==> config.mk <==
export PLATFORM = sky130hd
export DESIGN_NAME = fetch_unit
export DESIGN_NICKNAME = d
export VERILOG_FILES = /design/src/rtl/fetch_unit.sv
export SDC_FILE = /design/constraint.sdc
export NUM_CORES = 1
export LEC_CHECK = 0
export ABC_CLOCK_PERIOD_IN_PS = 4400
export CORE_UTILIZATION = 48
export DETAILED_ROUTE_END_ITERATION = 12
export GPL_ROUTABILITY_DRIVEN = 0
export GPL_TIMING_DRIVEN = 1
export PLACE_DENSITY_LB_ADDON = 0.05
export SETUP_SLACK_MARGIN = 0.15
export SYNTH_ARGS = -nofsm -noshare
export SYNTH_HDL_FRONTEND = slang
export SYNTH_SLANG_ARGS = --single-unit
export TNS_END_PERCENT = 100
==> constraint.sdc <==
create_clock -name clk -period 4.4 [get_ports clk]
set_input_delay 1.1 -clock clk [delete_from_list [all_inputs] [get_ports clk]]
set_output_delay 1.1 -clock clk [all_outputs]
set_load 0.02 [all_outputs]
==> src/rtl/fetch_unit.sv <==
// Instruction fetch unit.
// Issues single-cycle fetch handshakes from fetch_pc, holds one fetched
// instruction for decode, and handles branch/jump redirects. A redirect to a
// target that is not word-aligned parks the unit in a sticky ERROR state
// that only reset can leave.
module fetch_unit #(
   parameter logic [31:0] RESET_PC = 32'h0000_0000
) (
   input  logic        clk,
   input  logic        rst,
   input  logic        pc_update_control,
   input  logic [31:0] pc_update_val,
   input  logic        stall,
   output logic        imem_req,
   output logic [31:0] imem_addr,
   input  logic        imem_ack,
   input  logic [31:0] imem_rdata,
   output logic        instr_valid,
   output logic [31:0] instr,
   output logic [31:0] instr_pc,
   output logic        misalign_err
);

   typedef enum logic [1:0] {
      BOOT   = 2'd0,
      FETCH  = 2'd1,
      BUBBLE = 2'd2,
      ERROR  = 2'd3
   } state_t;

   state_t      state;
   logic [31:0] fetch_pc;
   logic        handshake;
   logic        target_misaligned;

   // A request must react to a redirect in the same cycle so that a
   // colliding ack can never complete, which is why it is combinational.
   assign imem_req          = (state == FETCH) && !pc_update_control
                              && (!instr_valid || !stall);
   assign handshake         = imem_req && imem_ack;
   assign imem_addr         = fetch_pc;
   assign target_misaligned = (pc_update_val[1:0] != 2'b00);

   // Fetch state machine, program counter and the held instruction register.
   always_ff @(posedge clk) begin
      if (rst) begin
         state        <= BOOT;
         fetch_pc     <= RESET_PC;
         instr_valid  <= 1'b0;
         instr        <= 32'h0000_0000;
         instr_pc     <= 32'h0000_0000;
         misalign_err <= 1'b0;
      end else begin
         case (state)
            BOOT, FETCH, BUBBLE: begin
               if (pc_update_control) begin
                  // Redirect flushes the held instruction even under stall.
                  instr_valid <= 1'b0;
                  if (target_misaligned) begin
                     misalign_err <= 1'b1;
                     state        <= ERROR;
                  end else begin
                     fetch_pc <= pc_update_val;
                     state    <= BUBBLE;
                  end
               end else if (state == FETCH) begin
                  if (handshake) begin
                     instr       <= imem_rdata;
                     instr_pc    <= fetch_pc;
                     instr_valid <= 1'b1;
                     fetch_pc    <= fetch_pc + 32'd4;
                  end else if (instr_valid && !stall) begin
                     // Decode consumed the instruction and nothing replaced it.
                     instr_valid <= 1'b0;
                  end
               end else begin
                  // BOOT and BUBBLE each last a single idle cycle.
                  state <= FETCH;
               end
            end
            ERROR: begin
               instr_valid  <= 1'b0;
               misalign_err <= 1'b1;
            end
            default: begin
               state <= BOOT;
            end
         endcase
      end
   end

endmodule

=== Yosys cells after proc, flatten, opt, wreduce, memory -nomap -nowiden ===
Index checks and enable logic that the tools add are counted.

* Flip-flop bits (word level): 100
* Input bits: 69
* Output and inout bits: 99
* Word-level logic and storage cells: 50

* Add/sub/neg operators: 1
* Eq/ne operators: 9
* Multiplexer cells: 15
* Bitwise gates (word level): 1
* Reduce and logical (&&, ||, !) cells: 18

{| class="wikitable"
|+ Operator list
! kind !! count
|-
| $mux W32 || 4
|-
| $add A32 B3 Y32 const B || 1
|-
| $ne A2 B2 Y1 const B || 4
|-
| $reduce_and A4 Y1 || 2
|-
| $mux W1 || 7
|-
| $reduce_and A2 Y1 || 3
|-
| $reduce_bool A2 Y1 || 3
|-
| $eq A2 B2 Y1 const B || 2
|-
| $logic_and A1 B1 Y1 || 4
|-
| $mux W2 || 2
|-
| $ne A4 B4 Y1 const B || 1
|-
| $pmux W1 S2 || 2
|-
| $logic_not A1 Y1 || 3
|-
| $ne A3 B3 Y1 const B || 1
|-
| $reduce_or A3 Y1 || 1
|-
| $eq A2 B1 Y1 const B || 1
|-
| $logic_not A2 Y1 || 1
|-
| $logic_or A1 B1 Y1 || 1
|-
| $not A1 Y1 || 1
|}

=== Depth between registers and ports, before layout ===
Gate-level depths: netlist of run 1.

* Depth after elaboration: 8
* Mapped depth: 7
* Gate-level depth less buffers: 6

=== Worst setup path before layout of run 1 ===
No wires, ideal clock.

* Path kind: input-to-output
* Start point: in pc_update_control
* End point: out imem_req
* Arrival time: 1.731 ns
* Required time: 3.300 ns
* Slack: 1.569 ns
* Stages: 3
* Path buffers: 1
* Cells stage by stage: buf_4 > a211oi_1 > and2_1

* Cells in the longest elaborated chain, start to end: 3

{| class="wikitable"
|+ RTL lines
! element !! line !! RTL
|-
| start: declaration || 11 || <nowiki>input logic pc_update_control,</nowiki>
|-
| $logic_not A1 Y1 || 38 || <nowiki>assign imem_req = (state == FETCH) && !pc_update_control</nowiki>
|-
| $logic_and A1 B1 Y1 || 38 ||
|-
| $logic_and A1 B1 Y1 || 39 || <nowiki>&& (!instr_valid || !stall);</nowiki>
|-
| end: declaration || 14 || <nowiki>output logic imem_req,</nowiki>
|}

Every way passes these cells.

=== Worst setup path after layout of run 1 ===
* Start point: in stall
* End point: out imem_req

* Cells in the longest elaborated chain, start to end: 3

{| class="wikitable"
|+ RTL lines
! element !! line !! RTL
|-
| start: declaration || 13 || <nowiki>input logic stall,</nowiki>
|-
| $logic_not A1 Y1 || 39 ||
|-
| $logic_or A1 B1 Y1 || 39 ||
|-
| $logic_and A1 B1 Y1 || 39 ||
|}

Every way passes these cells.

==> qor.csv, run 1 <==
stage;metric;value;unit
grt;largest net degree at the start of global routing;56;
worst_hold_path;HP Class;reg -> reg;
clocking;Post-CTS Setup Bufs;0;
logic_synthesis;syn_area_per_cell;7.664;µm²
critical_path;Critical Path Fanout Max;3;
grt;vias in the first global route;4443;
placement;# port buffers;167;
timing;fmax;264.2;MHz
timing;fin crit period;3.785;ns
route;vias;4771;
grt;first-pass GRT wire length;21.38;mm
power;Clock Power Share;0.336;
critical_path;Worst Setup SP;stall;
critical_path;CP startpoint kind;input pin;
logic_synthesis;Mapped Nets;645;
run;max cap viols;0;
floorplan;die extent in x;97.82;µm
final_layout;layout cell share with drive strength beyond 1;0.05234;
route;drt wl/cell;15.52;µm
route;first drt pass iteration count;9;
critical_path;worst path arrival time;2.68;ns
final_layout;Final #Nets;791;
clocking;PostCTS Resize Cnt;0;
logic_synthesis;synthesized instance count;575;
clocking;CTS H-tree depth;3;
floorplan;total core area;8806;µm²
timing;RSZ-0062 raised after global routing;no;
logic_synthesis;synth warn;0;
route;met1 wire length;5.511;mm
clocking;CTS Root Cell;clkbuf_8;
timing;Worst-Margin Slew;0.8364;ns
placement;placed cell count;818;
floorplan;die height;97.82;µm
logic_synthesis;Synth Register Bits;100;
logic_synthesis;Synth Cell Area;4407;µm²
route;DRC;22;
final_layout;# diodes;0;
logic_synthesis;Synth top area share;0.4543;
final_layout;Non-Filler Instances;834;
timing;Setup TNS;0;ns
timing;Slew Viols, Final;0;
critical_path;Critical Path RT;3.30;ns
power;switching share of power;0.2684;
clocking;total CTS buffers;9;
power;leak pwr;2.119;nW
critical_path;crit path capture type;output port;
logic_synthesis;EDFF count, synth;0;
clocking;CTS sink cnt;100;
status;outcome;complete, but fails checks;
power;Logic pwr share;0.144;
logic_synthesis;post-synthesis cell type count;52;
timing;Fin. Hold Viols;0;
route;uppermost layer routed;met4;
grt;initial antenna violation count;0;
clocking;Clk Latency, worst-skew pair;0.37;ns
route;total wire length;12.95;mm
timing;Rel. slew slack;0.4424;
route;Initial DRC Count;295;
grt;GRT Util Overall;0.2739;
power;Pint;1.360;mW
power;Seq pwr share;0.520;
power;PD cells;293.5;nW/µm²
critical_path;reg2reg start;imem_addr[2];
grt;total grt overflow;0;
clocking;Reg clk slew, reported paths;0.11;ns
clocking;post-cts hold buffer count;0;
logic_synthesis;sequential fraction of the synthesis area;0.4543;
power;Max rail drop VDD;0.2074;mV
power;Sw Pwr;0.4988;mW
floorplan;DIE AREA;9568;µm²
floorplan;initial core utilization;0.5004;
worst_hold_path;hold path startpoint;instr_pc[17];
logic_synthesis;Area contributors post-synth;dfxtp_1 45%, nand2_1 14%, a21oi_1 10%;
timing;Final Skew;0.01511;ns
status;failing checks;DRC;
logic_synthesis;asr flop ratio synth;0;
logic_synthesis;Main synth FF type;dfxtp_1;
route;Via density;5.721;
final_layout;area delta synth->final;43.67;%
floorplan;Ports;168;
floorplan;std cell rows;34;
route;Met2 Routed Length;6.066;mm
placement;placed cell areas;6120;µm²
final_layout;post-route cell area;6331;µm²
critical_path;critical path class;in -> out;
logic_synthesis;Synth area leader;dfxtp_1;
final_layout;Fill cells;705;
placement;Post-DP HPWL;8.998;mm
clocking;CTS Buffer Depth;2;
final_layout;Core Util, Final;0.7190;
timing;fin crit share;0.8602;
clocking;CTS tree;done;
route;Antenna Nets Post-Route;0;
timing;setup violators final;0;
route;WL met3;1.194;mm
==> synth_stat cells (all sizes together) (5+ instances only) <==
library cell	instances
and3	7
nand2	161
and2	9
a21oi	88
o41ai	7
a22oi	5
o21ai	21
nor2	27
nand3	14
inv	8
buf	6
nor3	7
clkbuf	36
nand4	9
nor4	8
a211oi	6
and4	7
dfxtp	100
mux2i	8
==> sequential cells by signal (all words and copies together), names as in the netlist <==
name          count
imem_addr        32
instr            32
instr_pc         32
instr_valid       1
misalign_err      1
state             2
==> area by class of cell <==
cell class,count,area [µm²],share of cell area
flip-flops and latches,100,2002,0.3162
inverters,8,30.03,0.004743
clock buffers,11,151.4,0.02391
multi-input cells,425,2213,0.3496
clock inverters,5,60.06,0.009486
well taps,108,135.1,0.02134
repair buffers,177,1739,0.2747
==> power by group through the flow <==
stage                     registers, mW  logic, mW  clock network, mW
after floorplan                    1.01      0.101                  0
after detailed placement          0.986      0.266                  0
after global routing              0.972      0.288              0.671
after global placement            0.984      0.263                  0
after CTS                         0.965      0.267              0.635
final                             0.966      0.268              0.625
==> per-stage QoR <==
stage,hold slack (ns),power (mW),setup slack (ns)
floorplan,0.5305,1.108,1.569
CTS,0.4602,1.867,0.6058
finish,0.4582,1.858,0.6152
global route,0.4775,1.930,0.5551
detailed placement,0.4456,1.252,0.6122
global placement,0.4407,1.247,0.6525
==> worst max-delay path, stage by stage <==
cell             delay, ns
clkdlybuf4s50_1       0.45
a211oi_1              0.36
and2_1                0.18
clkdlybuf4s50_1       0.60
==> placed cells by master (no fill, tap or decap), types with 8 or more instances in the layout <==
master,instances
a21oi_1,88
and2_1,9
buf_4,11
clkbuf_8,11
clkdlybuf4s50_1,165
dfxtp_1,100
inv_1,8
mux2i_1,8
nand2_1,161
nand3_1,12
nand4_1,9
nor2_1,26
o21ai_0,21
==> logic make-up (layout without fill, tap and decap cells) <==
family / Yosys count / in the layout / synth area share
buffers and inverters: 50 / 201 / 0.04628
adder cells (fa/ha/maj): 1 / 1 / 0.002839
AND/OR/NAND/NOR: 259 / 259 / 0.2663
multiplexers: 8 / 8 / 0.01817
flip-flops: 100 / 100 / 0.4543
AO/OA/AOI/OAI: 157 / 157 / 0.2121
==> final timing paths <==
check,endpoint,slack [ns],depth (start not counted)
worst max-delay path,imem_req,0.62,4
worst min-delay path,instr_pc[17],0.46,2
worst max register to register,imem_addr[28],2.26,6
worst min register to register,instr_pc[17],0.46,2
==> layer usage <==
metal  track usage  up-vias
met5             0        -
met2        0.4348      220
met1        0.3621     2228
li1              -     2305
met3       0.06299       18
met4        0.1072        0
Note: power is estimated with default switching activity, not from simulation.
==> run 2: changes to the inputs <==
--- a/config.mk
+++ b/config.mk
@@ -6,11 +6,12 @@
 export NUM_CORES = 1
 export LEC_CHECK = 0
 export ABC_CLOCK_PERIOD_IN_PS = 4400
+export CORE_MARGIN = 8
 export CORE_UTILIZATION = 48
 export DETAILED_ROUTE_END_ITERATION = 12
 export GPL_ROUTABILITY_DRIVEN = 0
 export GPL_TIMING_DRIVEN = 1
-export PLACE_DENSITY_LB_ADDON = 0.05
+export PLACE_DENSITY = 0.86
 export SETUP_SLACK_MARGIN = 0.15
 export SYNTH_ARGS = -nofsm -noshare
 export SYNTH_HDL_FRONTEND = slang
==> run 2 against run 1 <==
The flow now finishes without violations. Critical path type unchanged. Sequential cell count unchanged. Sequential power is essentially flat. Non-clock buffer count decreased by 1. Global-route usage shrank 4.6 points.
==> qor.csv, run 2 (synthesized netlist as in run 1, its figures left out) <==
stage;metric;value;unit
status;outcome;completed;
timing;Worst-Margin Slew;0.9436;ns
route;Initial DRC Count;330;
grt;first-pass GRT wire length;23.58;mm
placement;placed cell areas;6116;µm²
route;total wire length;14.76;mm
floorplan;total core area;9065;µm²
power;leak pwr;2.124;nW
placement;Post-DP HPWL;10.52;mm
floorplan;initial core utilization;0.4861;
clocking;Clk Latency, worst-skew pair;0.37;ns
timing;Fin. Hold Viols;0;
floorplan;die height;111.8;µm
timing;setup violators final;0;
critical_path;CP startpoint kind;input pin;
critical_path;crit path capture type;output port;
timing;RSZ-0062 raised after global routing;no;
timing;fin crit period;3.787;ns
critical_path;critical path class;in -> out;
final_layout;Final #Nets;790;
floorplan;Ports;168;
clocking;Reg clk slew, reported paths;0.09;ns
timing;fmax;264.1;MHz
timing;fin crit share;0.8606;
final_layout;area delta synth->final;44.21;%
grt;initial antenna violation count;0;
grt;GRT Util Overall;0.2276;
clocking;total CTS buffers;9;
floorplan;DIE AREA;12500;µm²
critical_path;Critical Path Fanout Max;3;
clocking;post-cts hold buffer count;0;
timing;Slew Viols, Final;0;
final_layout;most common cell after layout, fill and taps aside;clkdlybuf4s50_1;
timing;Final Skew;0.009288;ns
worst_hold_path;HP Class;reg -> reg;
clocking;CTS sink cnt;100;
clocking;PostCTS Resize Cnt;0;
final_layout;layout cell share with drive strength beyond 1;0.04966;
floorplan;die extent in x;111.8;µm
power;Max rail drop VDD;0.1879;mV
final_layout;post-route cell area;6355;µm²
critical_path;worst path arrival time;2.69;ns
final_layout;# diodes;0;
floorplan;std cell rows;35;
run;max cap viols;0;
route;Via density;5.730;
clocking;CTS tree;done;
route;vias;4790;
power;PD cells;305.6;nW/µm²
route;first drt pass iteration count;8;
timing;Rel. slew slack;0.3686;
clocking;CTS Root Cell;clkbuf_8;
final_layout;most frequent cells in the layout;165 x clkdlybuf4s50_1, 161 x nand2_1, 100 x dfxtp_1, 88 x a21oi_1, 26 x nor2_1;
route;Antenna Nets Post-Route;0;
grt;total grt overflow;0;
clocking;Post-CTS Setup Bufs;0;
grt;largest net degree at the start of global routing;64;
timing;Setup TNS;0;ns
timing;worst hold margin;0.4576;ns
grt;vias in the first global route;4709;
final_layout;Non-Filler Instances;836;
placement;placed cell count;820;
route;DRC;0;
clocking;CTS Buffer Depth;2;
route;drt wl/cell;17.66;µm
clocking;CTS H-tree depth;3;
critical_path;Critical Path RT;3.30;ns
placement;# port buffers;167;
-- run 2: changes by cell type in the layout (fill, tap and decap cells not counted), sizes merged --
| cell | before | now |
|---|---|---|
| bufinv | 1 | 3 |
| clkinv | 3 | 1 |
| buf | 12 | 11 |
| clkbuf | 11 | 10 |
| inv | 8 | 9 |
-- run 2: worst paths after layout --
kind | startpoint | end | slack [ns] | cells after the start
max reg2reg | imem_addr[2] | imem_addr[24] | 2.07 | 6
max | stall | imem_req | 0.61 | 4
min reg2reg | instr_pc[31] | instr_pc[31] | 0.46 | 2
min | instr_pc[31] | instr_pc[31] | 0.46 | 2
-- run 2: metrics by stage --
step | total power [mW] | util | setup WS (ns)
after CTS | 1.949 | 0.7010 | 0.6109
after detailed placement | 1.254 | 0.6747 | 0.6137
final | 1.942 | 0.7010 | 0.6134
after global routing | 2.008 | 0.7010 | 0.5644
after global placement | 1.246 | 0.6747 | 0.6392
after floorplan | 1.108 | - | 1.569
-- run 2: cell type report --
type | count | area, µm²
multi-input cells | 425 | 2213
inverters | 8 | 30.03
repair buffers | 176 | 1732
flip-flops and latches | 100 | 2002
fillers | 728 | 2710
clock buffers | 10 | 127.6
well taps | 111 | 138.9
clock inverters | 6 | 111.4
-- run 2: report_power, final --
group | internal [mW] | switching [mW]
registers | 0.931 | 0.0356
clock network | 0.379 | 0.327
logic | 0.132 | 0.137
total | 1.44 | 0.500
-- run 2: routing by layer --
metal	GRT usage	wire, µm
met3	0.06872	1514
met5	0	0
met2	0.3950	7164
met1	0.2495	5710
met4	0.1057	374
-- run 2: critical path, stage by stage --
cell and delay [ns]:
clkdlybuf4s50_1 0.45, a211oi_1 0.34, and2_1 0.18, clkdlybuf4s50_1 0.61
==> run 3: changes to the inputs <==
--- a/config.mk
+++ b/config.mk
@@ -8,6 +8,7 @@
 export ABC_CLOCK_PERIOD_IN_PS = 4400
 export CORE_MARGIN = 8
 export CORE_UTILIZATION = 48
+export CTS_CLUSTER_DIAMETER = 60
 export DETAILED_ROUTE_END_ITERATION = 12
 export GPL_ROUTABILITY_DRIVEN = 0
 export GPL_TIMING_DRIVEN = 1
==> results of run 3 <==
Final layout, timing and power as in run 2 (identical DEF).
